### src/rtl/y86_pkg.sv
// Shared Y86 writeback definitions: icodes, register IDs, FSM states
// and the icode-to-write-slot decode used by the writeback sequencer.
package y86_pkg;

  localparam logic [3:0] I_HALT   = 4'h0;
  localparam logic [3:0] I_NOP    = 4'h1;
  localparam logic [3:0] I_RRMOVQ = 4'h2;
  localparam logic [3:0] I_IRMOVQ = 4'h3;
  localparam logic [3:0] I_RMMOVQ = 4'h4;
  localparam logic [3:0] I_MRMOVQ = 4'h5;
  localparam logic [3:0] I_OPQ    = 4'h6;
  localparam logic [3:0] I_JXX    = 4'h7;
  localparam logic [3:0] I_CALL   = 4'h8;
  localparam logic [3:0] I_RET    = 4'h9;
  localparam logic [3:0] I_PUSHQ  = 4'hA;
  localparam logic [3:0] I_POPQ   = 4'hB;

  localparam logic [3:0] RSP   = 4'h4;
  localparam logic [3:0] RNONE = 4'hF;

  typedef enum logic [1:0] {
    S_IDLE,
    S_WR1,
    S_WR2
  } state_e;

  typedef enum logic [1:0] {
    DST_NONE,
    DST_RA,
    DST_RB,
    DST_RSP
  } dst_e;

  // First write slot of a request; popq adds a second rA <- valM slot.
  typedef struct packed {
    dst_e dst;
    logic use_m;
    logic bad;
  } slot_t;

  function automatic slot_t decode(input logic [3:0] icode);
    slot_t s;
    s = '{dst: DST_NONE, use_m: 1'b0, bad: 1'b0};
    case (icode)
      I_RRMOVQ,
      I_IRMOVQ,
      I_OPQ:    s.dst = DST_RB;
      I_MRMOVQ: begin
        s.dst   = DST_RA;
        s.use_m = 1'b1;
      end
      I_CALL,
      I_RET,
      I_PUSHQ,
      I_POPQ:   s.dst = DST_RSP;
      I_HALT,
      I_NOP,
      I_RMMOVQ,
      I_JXX:    s.dst = DST_NONE;
      default:  s.bad = 1'b1;
    endcase
    return s;
  endfunction

  function automatic logic [3:0] dst_addr(
    input dst_e       dst,
    input logic [3:0] ra,
    input logic [3:0] rb
  );
    logic [3:0] a;
    case (dst)
      DST_RA:  a = ra;
      DST_RB:  a = rb;
      DST_RSP: a = RSP;
      default: a = RNONE;
    endcase
    return a;
  endfunction

endpackage

### src/rtl/wb_write_sequencer.sv
// Writeback sequencer: turns W-stage requests into 1-2 register writes.
// Ports: clk/rst_n, in_valid/in_ready handshake, icode/rA/rB/valE/valM
// request, wr_en/wr_addr/wr_data write port, busy, err, retire_cnt.
module wb_write_sequencer
  import y86_pkg::*;
(
  input  logic        clk,
  input  logic        rst_n,
  input  logic        in_valid,
  output logic        in_ready,
  input  logic [3:0]  icode,
  input  logic [3:0]  rA,
  input  logic [3:0]  rB,
  input  logic [63:0] valE,
  input  logic [63:0] valM,
  output logic        wr_en,
  output logic [3:0]  wr_addr,
  output logic [63:0] wr_data,
  output logic        busy,
  output logic        err,
  output logic [15:0] retire_cnt
);

  state_e      state_q, state_d;
  logic [3:0]  icode_q, icode_d;
  logic [3:0]  ra_q, ra_d;
  logic [63:0] valm_q, valm_d;
  logic        wr_en_q, wr_en_d;
  logic [3:0]  wr_addr_q, wr_addr_d;
  logic [63:0] wr_data_q, wr_data_d;
  logic        err_q, err_d;
  logic [15:0] cnt_q, cnt_d;

  logic        accept;
  slot_t       slot;
  logic [3:0]  a1;

  // Only WR1 of a popq stalls: its second write still has to go out.
  assign in_ready = !(state_q == S_WR1 && icode_q == I_POPQ);
  assign accept   = in_valid && in_ready;
  assign busy     = (state_q != S_IDLE);

  assign slot = decode(icode);
  assign a1   = dst_addr(slot.dst, rA, rB);

  always_comb begin
    state_d   = state_q;
    icode_d   = icode_q;
    ra_d      = ra_q;
    valm_d    = valm_q;
    wr_en_d   = 1'b0;
    wr_addr_d = wr_addr_q;
    wr_data_d = wr_data_q;
    err_d     = 1'b0;
    cnt_d     = cnt_q;
    if (accept) begin
      state_d = S_WR1;
      icode_d = icode;
      ra_d    = rA;
      valm_d  = valM;
      cnt_d   = cnt_q + 16'd1;
      err_d   = slot.bad;
      if (slot.dst != DST_NONE) begin
        if (a1 == RNONE) begin
          err_d = 1'b1;
        end else begin
          wr_en_d   = 1'b1;
          wr_addr_d = a1;
          wr_data_d = slot.use_m ? valM : valE;
        end
      end
    end else if (state_q == S_WR1 && icode_q == I_POPQ) begin
      state_d = S_WR2;
      if (ra_q == RNONE) begin
        err_d = 1'b1;
      end else begin
        wr_en_d   = 1'b1;
        wr_addr_d = ra_q;
        wr_data_d = valm_q;
      end
    end else begin
      state_d = S_IDLE;
    end
  end

  always_ff @(posedge clk or negedge rst_n) begin
    if (!rst_n) begin
      state_q   <= S_IDLE;
      icode_q   <= I_NOP;
      ra_q      <= RNONE;
      valm_q    <= '0;
      wr_en_q   <= 1'b0;
      wr_addr_q <= '0;
      wr_data_q <= '0;
      err_q     <= 1'b0;
      cnt_q     <= '0;
    end else begin
      state_q   <= state_d;
      icode_q   <= icode_d;
      ra_q      <= ra_d;
      valm_q    <= valm_d;
      wr_en_q   <= wr_en_d;
      wr_addr_q <= wr_addr_d;
      wr_data_q <= wr_data_d;
      err_q     <= err_d;
      cnt_q     <= cnt_d;
    end
  end

  assign wr_en      = wr_en_q;
  assign wr_addr    = wr_addr_q;
  assign wr_data    = wr_data_q;
  assign err        = err_q;
  assign retire_cnt = cnt_q;

endmodule

### config.mk
export PLATFORM = sky130hd
export DESIGN_NAME = wb_write_sequencer
export DESIGN_NICKNAME = d
export VERILOG_FILES = /design/src/rtl/y86_pkg.sv /design/src/rtl/wb_write_sequencer.sv
export SDC_FILE = /design/constraint.sdc
export NUM_CORES = 1
export LEC_CHECK = 0
export BUFFER_PORTS_ARGS = -buffer_cell sky130_fd_sc_hd__buf_2
export CAP_MARGIN = 20
export CORE_UTILIZATION = 46
export DETAILED_ROUTE_END_ITERATION = 7
export PLACE_DENSITY = 0.85
export SLEW_MARGIN = 10
export SYNTH_ARGS = -nofsm -noshare
export SYNTH_HDL_FRONTEND = slang
export SYNTH_SLANG_ARGS = --single-unit
### constraint.sdc
create_clock -name clk -period 2.2 [get_ports clk]
set_clock_uncertainty 0.2 [all_clocks]
set_input_delay 0 -clock clk [delete_from_list [all_inputs] [get_ports clk]]
set_output_delay 0 -clock clk [all_outputs]
set_load 0.01 [all_outputs]
==> results of run 1 <==
-- report_power, final --
group          internal (W)  switching (W)
clock network       0.00178        0.00116
registers           0.00351       0.000346
logic               0.00121        0.00116
total               0.00651        0.00267
-- cell families (layout without fill, tap and decap cells) --
logic type / after synthesis / in the layout
compound gates: 77 / 77
xor+xnor: 15 / 15
fa+ha+maj: 1 / 1
buf+inv: 40 / 466
flops: 160 / 160
mux: 133 / 133
other cells: 0 / 3
simple gates: 255 / 255
-- worst max-delay path: cells and delay by family --
kind,cells,cell delay (ns)
simple gates,2,0.45
compound gates,2,0.51
mux,1,0.35
buf+inv,4,1.02
-- synth_stat cells (2+ instances only) --
library cell	instances	area share [%]
nand3_1	4	0.28
dfstp_2	5	1.8
clkbuf_1	20	1.0
mux2_4	9	1.9
o221ai_2	2	0.41
mux2i_1	64	8.8
nor3_1	2	0.14
nor2_1	7	0.36
xor2_1	5	0.60
o21ai_0	68	4.7
nand2_1	223	12
xnor2_1	10	1.2
buf_6	2	0.31
and2_1	2	0.17
nand4_1	8	0.69
buf_1	2	0.10
nor2b_1	2	0.17
buf_2	13	0.90
dfrtp_1	155	54
inv_1	2	0.10
mux2_2	60	9.3
-- metal layers --
metal  vias up  wire length (µm)
met2       436             13000
met3       127              1710
met5         -                 0
met1      3540              9200
met4         0              1430
li1       3130                 -
-- repair_timing --
action	in CTS	in global routing
hold endpoints to repair	303	0
buffers inserted	0	7
hold buffers	178	0
gates resized for setup	0	10
endpoints found under the setup margin	0	86
-- area by class of cell --
| cell class | count | share of cell area (%) |
|---|---|---|
| clock buffer | 22 | 4.28 |
| sequential | 160 | 35.4 |
| timing repair buffer | 432 | 29.3 |
| clock inverter | 9 | 0.951 |
| multi-input combinational | 481 | 27.5 |
| tap | 211 | 2.33 |
| inverter | 3 | 0.122 |
| antenna | 3 | 0.0663 |
-- through the flow --
step	hold WS (ns)	setup TNS [ns]	power (W)	std cells	area, µm²
after floorplan	-0.496	0	0.00488	681	7250
after global placement	-0.165	0	0.00574	1101	8750
after detailed placement	-0.163	0	0.00582	1101	8750
after CTS	0.0209	0	0.00901	1310	11100
after global routing	0.111	-2.59	0.00959	1321	11300
final	0.0681	-1.52	0.00918	1321	11300
-- path summary, 6_finish.rpt --
check / cells after the start / end / start
setup reg to reg: 7 / valm_q[29] / icode_q[0]
max in group asynchronous: 4 / valm_q[50] / rst_n
min in group asynchronous: 3 / icode_q[1] / rst_n
hold / removal: 6 / wr_addr[2] / rB[2]
hold reg to reg: 2 / valm_q[26] / valm_q[26]
setup / recovery: 9 / wr_data[29] / icode[3]
-- registers in the layout, indices dropped and copies added (netlist names) --
name / cells
valm_q: 64
wr_data: 64
retire_cnt: 16
icode_q: 4
ra_q: 4
wr_addr: 4
state_q: 2
err: 1
wr_en: 1
-- cell usage in the layout, fill, tap and decap left out, drive strengths merged --
cell          netlist  routed
mux2               69      69
bufinv              0       2
clkinv              0       5
xnor2              10      10
nor4bb              1       1
dlygate4sd3         0     171
inv                 3       3
clkinvlp            0       2
clkbuf             20      28
mux2i              64      64
dfstp               5       5
dfrtp             155     155
o221ai              3       3
nand4bb             1       1
nor3                2       2
nor2                7       7
dlymetal6s4s        0       1
a22oi               1       1
ha                  1       1
nand4               8       8
a21oi               1       1
xor2                5       5
or2                 1       1
nor2b               2       2
a32oi               1       1
nand3               4       4
diode               0       3
nand2b              1       1
o22ai               1       1
o21ai              69      69
and2                2       2
o2bb2ai             1       1
nor4                1       1
buf                17     254
and4                1       1
nand2             224     224
==> reports/qor.yml, run 1 <==
syn2layout_area_growth_pct: 56.1
fmax_ghz: 0.444
grt_use_total_pct: 30.7
wl_mm: 25.4
port_buffers: 230
grt.overflow.total: 0
grt_pass1_vias: 7627
syn_inst: 681
required_ns: 2.30
grt.busiest_layer: "met2"
drc: 0
synthSimpleGateAreaFrac_pct: 14.3
drt-initial-drc-count: 560
synth_top_family_by_area: "multiplexers"
cts_htree_levels: 4
clock_path_buffers: 2
die_h_um: 128
numClockSinks: 160
antenna_found_initial: 3
grt_setup_unrepaired: "yes"
yosysWarnings: 0
clk_latency_ns: 0.42
first_pass_iters: 5
fp.coreArea_um2: 15300
synthDistinctLibCells: 37
wire_per_inst_um: 19.2
clkTransAtPathRegs_ns: 0.06
utilization_pct: 73.9
grt_pass1_wl_mm: 38.0
max-cap-violations: 0
dp_slack_ns: 0.0886
slew_viol_final: 0
met2_usage_pct: 54.8
grt_max_degree: 142
run_status: "complete, but fails checks"
multi_input_area_um2: 3110
vias: 7233
hold_path.class: "input pin to register"
fin_ws_ns: -0.0500
hold_viol_final: 0
final_nets: 1239
p_leak_nw: 5.46
synth_compound_area_share_pct: 5.89
violations: "setup timing"
cts_root_buffer: "clkbuf_16"
synthXorXnorAreaFrac_pct: 1.81
tritoncts: "done"
worst_pin_slew_ns: 0.604
viasPerCell: 5.48
gp_congestion: 0.839
dp_hpwl_mm: 12.1
post-route-period-util_pct: 102
netlist_area_um2: 7250
start_util_pct: 47.3
grtUsageMet3_pct: 6.53
startpoint_type: "input pin"
synth.area.mux_share_pct: 20.0
path_class: "input pin to register"
cts_buffers: 17
synthArstFlopShare_pct: 100
critPathArrivalTime_ns: 2.35
crit_fanout: 16
ant_nets: 0
rrSetupSlack_ns: 0.04
worstPathCellList: "dlygate4sd3_1 -> buf_2 -> nand4bb_2 -> o221ai_2 -> nor4_4 -> o2bb2ai_4 -> buf_4 -> clkbuf_16 -> mux2_2"
drive_gt1_share_pct: 34.1
vdd_drop_max_mv: 0.555
die-area_um2: 16300
setup_violations: 60
die-width_um: 128
ys_ff_latch: 160
grt.met1_usage_pct: 32.6
finalCriticalPeriod_ns: 2.25
slowest_stage: "dlygate4sd3_1"
fp-row-count: 45
nFillCells: 980
powerDensity_nw_per_um2: 811
seq_area_um2: 4010
avgSynthCellArea_um2: 10.6
io_pins: 231
slew_headroom_pct: 59.7
synth_edf_count: 0
synth_nets: 825
synthAdderAreaFrac_pct: 0.173
cp-end-kind: "register"
slowest_delay_ns: 0.55
ys.flop_type: "dfrtp_1"
ys_seq_area_share_pct: 55.3
No activity file was read; power rests on OpenSTA's default activity.
==> run 2, diff against run 1 <==
--- a/config.mk
+++ b/config.mk
@@ -9,7 +9,7 @@
 export CAP_MARGIN = 20
 export CORE_UTILIZATION = 46
 export DETAILED_ROUTE_END_ITERATION = 7
-export PLACE_DENSITY = 0.85
+export PLACE_DENSITY = 0.76
 export SLEW_MARGIN = 10
 export SYNTH_ARGS = -nofsm -noshare
 export SYNTH_HDL_FRONTEND = slang
==> run 2 against run 1 <==
  * Critical path depth did not move
  * Largest cell class unchanged
  * The flow still finishes with violations (setup timing)
  * Via count fell by 6.8%
  * Power fell by 1.3%
==> reports/qor.yml, run 2 (synthesis results as in run 1) <==
run_status: "complete, but fails checks"
violations: "setup timing"
setup_violations: 8  # -87%
drt-initial-drc-count: 393  # -30%
whs_endpoint: "wr_addr[2]"
grt_use_total_pct: 26.7  # -4.0 points
fp.coreArea_um2: 15300  # unchanged
worstHoldStart: "rB[2]"
first_pass_iters: 4  # -1
nFillCells: 1041  # +6.2%
worst_pin_slew_ns: 0.656  # +0.0520 ns
place_inst: 1098  # -0.27%
clk_latency_ns: 0.42  # about the same
vias: 6741  # -6.8%
p_leak_nw: 5.37  # -1.5%
cp-end-kind: "register"
multi_input_area_um2: 3200  # +2.8%
finalSetupTns_ns: -0.0383  # +1.49 ns
worstPathCellList: "nor2b_1 -> nand4_1 -> nand2_4 -> inv_4 -> nand2_2 -> o2bb2ai_4 -> buf_12 -> clkbuf_16 -> mux2_2"
numClockSinks: 160  # unchanged
slew_viol_final: 0  # unchanged
wire_per_inst_um: 17.7  # -8.0%
grt_setup_unrepaired: "yes"
rr_startpoint: "icode_q[3]"
dp_hpwl_mm: 11.5  # -5.0%
slowest_stage: "dfrtp_1"
whs_path_depth: 6  # unchanged
powerDensity_nw_per_um2: 822  # +1.3%
r2r-end: "wr_data[39]"
grt_pass1_vias: 7066  # -7.4%
final_cell_mix: "buf_2 (226), nand2_1 (221), dfrtp_1 (155)"
startpoint_type: "register"
final_common_cell: "buf_2"
grt_max_degree: 142  # unchanged
required_ns: 2.30  # about the same
wl_mm: 22.7  # -11%
fmax_ghz: 0.453  # +1.9%
post-route-period-util_pct: 100  # -1.9 points
die-area_um2: 16300  # unchanged
crit_fanout: 6  # -10
syn2layout_area_growth_pct: 52.2
fp-row-count: 45  # unchanged
slew_headroom_pct: 56.3  # -3.5 points
finalCriticalPeriod_ns: 2.21  # -0.0421 ns
cts_buffers: 17  # unchanged
io_pins: 231  # unchanged
fin_ws_ns: -0.00784  # +0.0421 ns
viasPerCell: 5.25  # -4.0%
slowest_delay_ns: 0.38  # -0.17 ns
fin_cells: 1283  # -2.9%
grt_pass1_wl_mm: 33.8  # -11%
utilization_pct: 72.0  # -1.9 points
die-width_um: 128  # unchanged
tritoncts: "done"
drc: 0  # unchanged
gp_congestion: 0.801  # -4.5%
rrSetupSlack_ns: -0.008  # -0.05 ns
final_nets: 1203  # -2.9%
start_util_pct: 47.3  # unchanged
antenna_found_initial: 0  # -3
ant_nets: 0  # unchanged
grt.overflow.total: 0  # unchanged
cts_htree_levels: 4  # unchanged
antenna_cells: 0  # -3
max-cap-violations: 0  # unchanged
port_buffers: 230  # unchanged
clock_path_buffers: 2  # unchanged
hold_viol_final: 0  # unchanged
clkTransAtPathRegs_ns: 0.06  # about the same
drive_gt1_share_pct: 34.8  # +0.65 points
cts_root_buffer: "clkbuf_16"
path_class: "register to register"
seq_area_um2: 4010  # unchanged
r2r_cells: 9  # +2
hold_path.class: "input pin to register"
die_h_um: 128  # unchanged
critPathArrivalTime_ns: 2.31  # -0.04 ns
vdd_drop_max_mv: 0.580  # +4.5%
==> run 2: metrics by stage <==
step	hold WS (ns)	instance area (µm²)	power, W	worst slack (ns)
3_3_place_gp	-0.138	8730	0.00574	0.118
4_1_cts	0.00457	10800	0.00892	0.00424
3_5_place_dp	-0.143	8730	0.00580	0.0152
6_report	0.0774	11000	0.00906	-0.00784
2_1_floorplan	-0.496	7250	0.00488	0.00402
5_1_grt	0.141	11000	0.00948	-0.0886
==> run 2: where the power goes <==
group	switching (W)	leakage, nW	total (W)	internal [W]
clock network	0.00117	0.288	0.00291	0.00174
logic	0.00110	3.13	0.00230	0.00120
registers	0.000337	1.96	0.00385	0.00351
total	0.00262	5.37	0.00906	0.00645
==> run 2: how the worst max path moves through the flow <==
stage	start	to	slack [ns]	depth (start not counted)
after floorplan	state_q[0]	wr_addr[0]	0.004	9
after global placement	icode_q[0]	wr_data[9]	0.12	5
after detailed placement	icode_q[0]	wr_data[13]	0.02	5
after CTS	icode_q[2]	wr_data[13]	0.004	6
after global routing	icode_q[3]	wr_data[44]	-0.09	9
final	icode_q[3]	wr_data[39]	-0.008	9
==> run 2: layer usage <==
| metal | vias up | wire [µm] | GRT usage (%) |
|---|---|---|---|
| met5 | - | 0 | 0 |
| met4 | 0 | 888 | 13.7 |
| met3 | 80 | 1310 | 5.32 |
| met2 | 314 | 11600 | 47.4 |
| met1 | 3292 | 8910 | 30.6 |
| li1 | 3055 | - | - |
==> run 2: repair_timing <==
action	4_1_cts	5_1_grt
endpoints found under the setup margin	23	70
endpoints found under the hold margin	306	0
buffers inserted	0	6
pin swaps	0	5
gates resized for setup	1	28
gates cloned	0	5
hold buffers	142	0
==> run 2: area by class of cell <==
class | instances | share of cell area [%]
clock buffers | 24 | 4.64
clock inverters | 8 | 0.703
well taps | 211 | 2.39
multi-input cells | 481 | 29.0
inverters | 3 | 0.125
repair buffers | 396 | 26.8
flip-flops and latches | 160 | 36.3
==> run 2: worst max-delay path, delay by kind of cell, from the launching register on <==
kind                   cells  cell delay, ns
AND/OR/NAND/NOR            4            0.53
buffers and inverters      3            0.40
AO/OA/AOI/OAI              1            0.24
flip-flops                 1            0.38
multiplexers               1            0.33
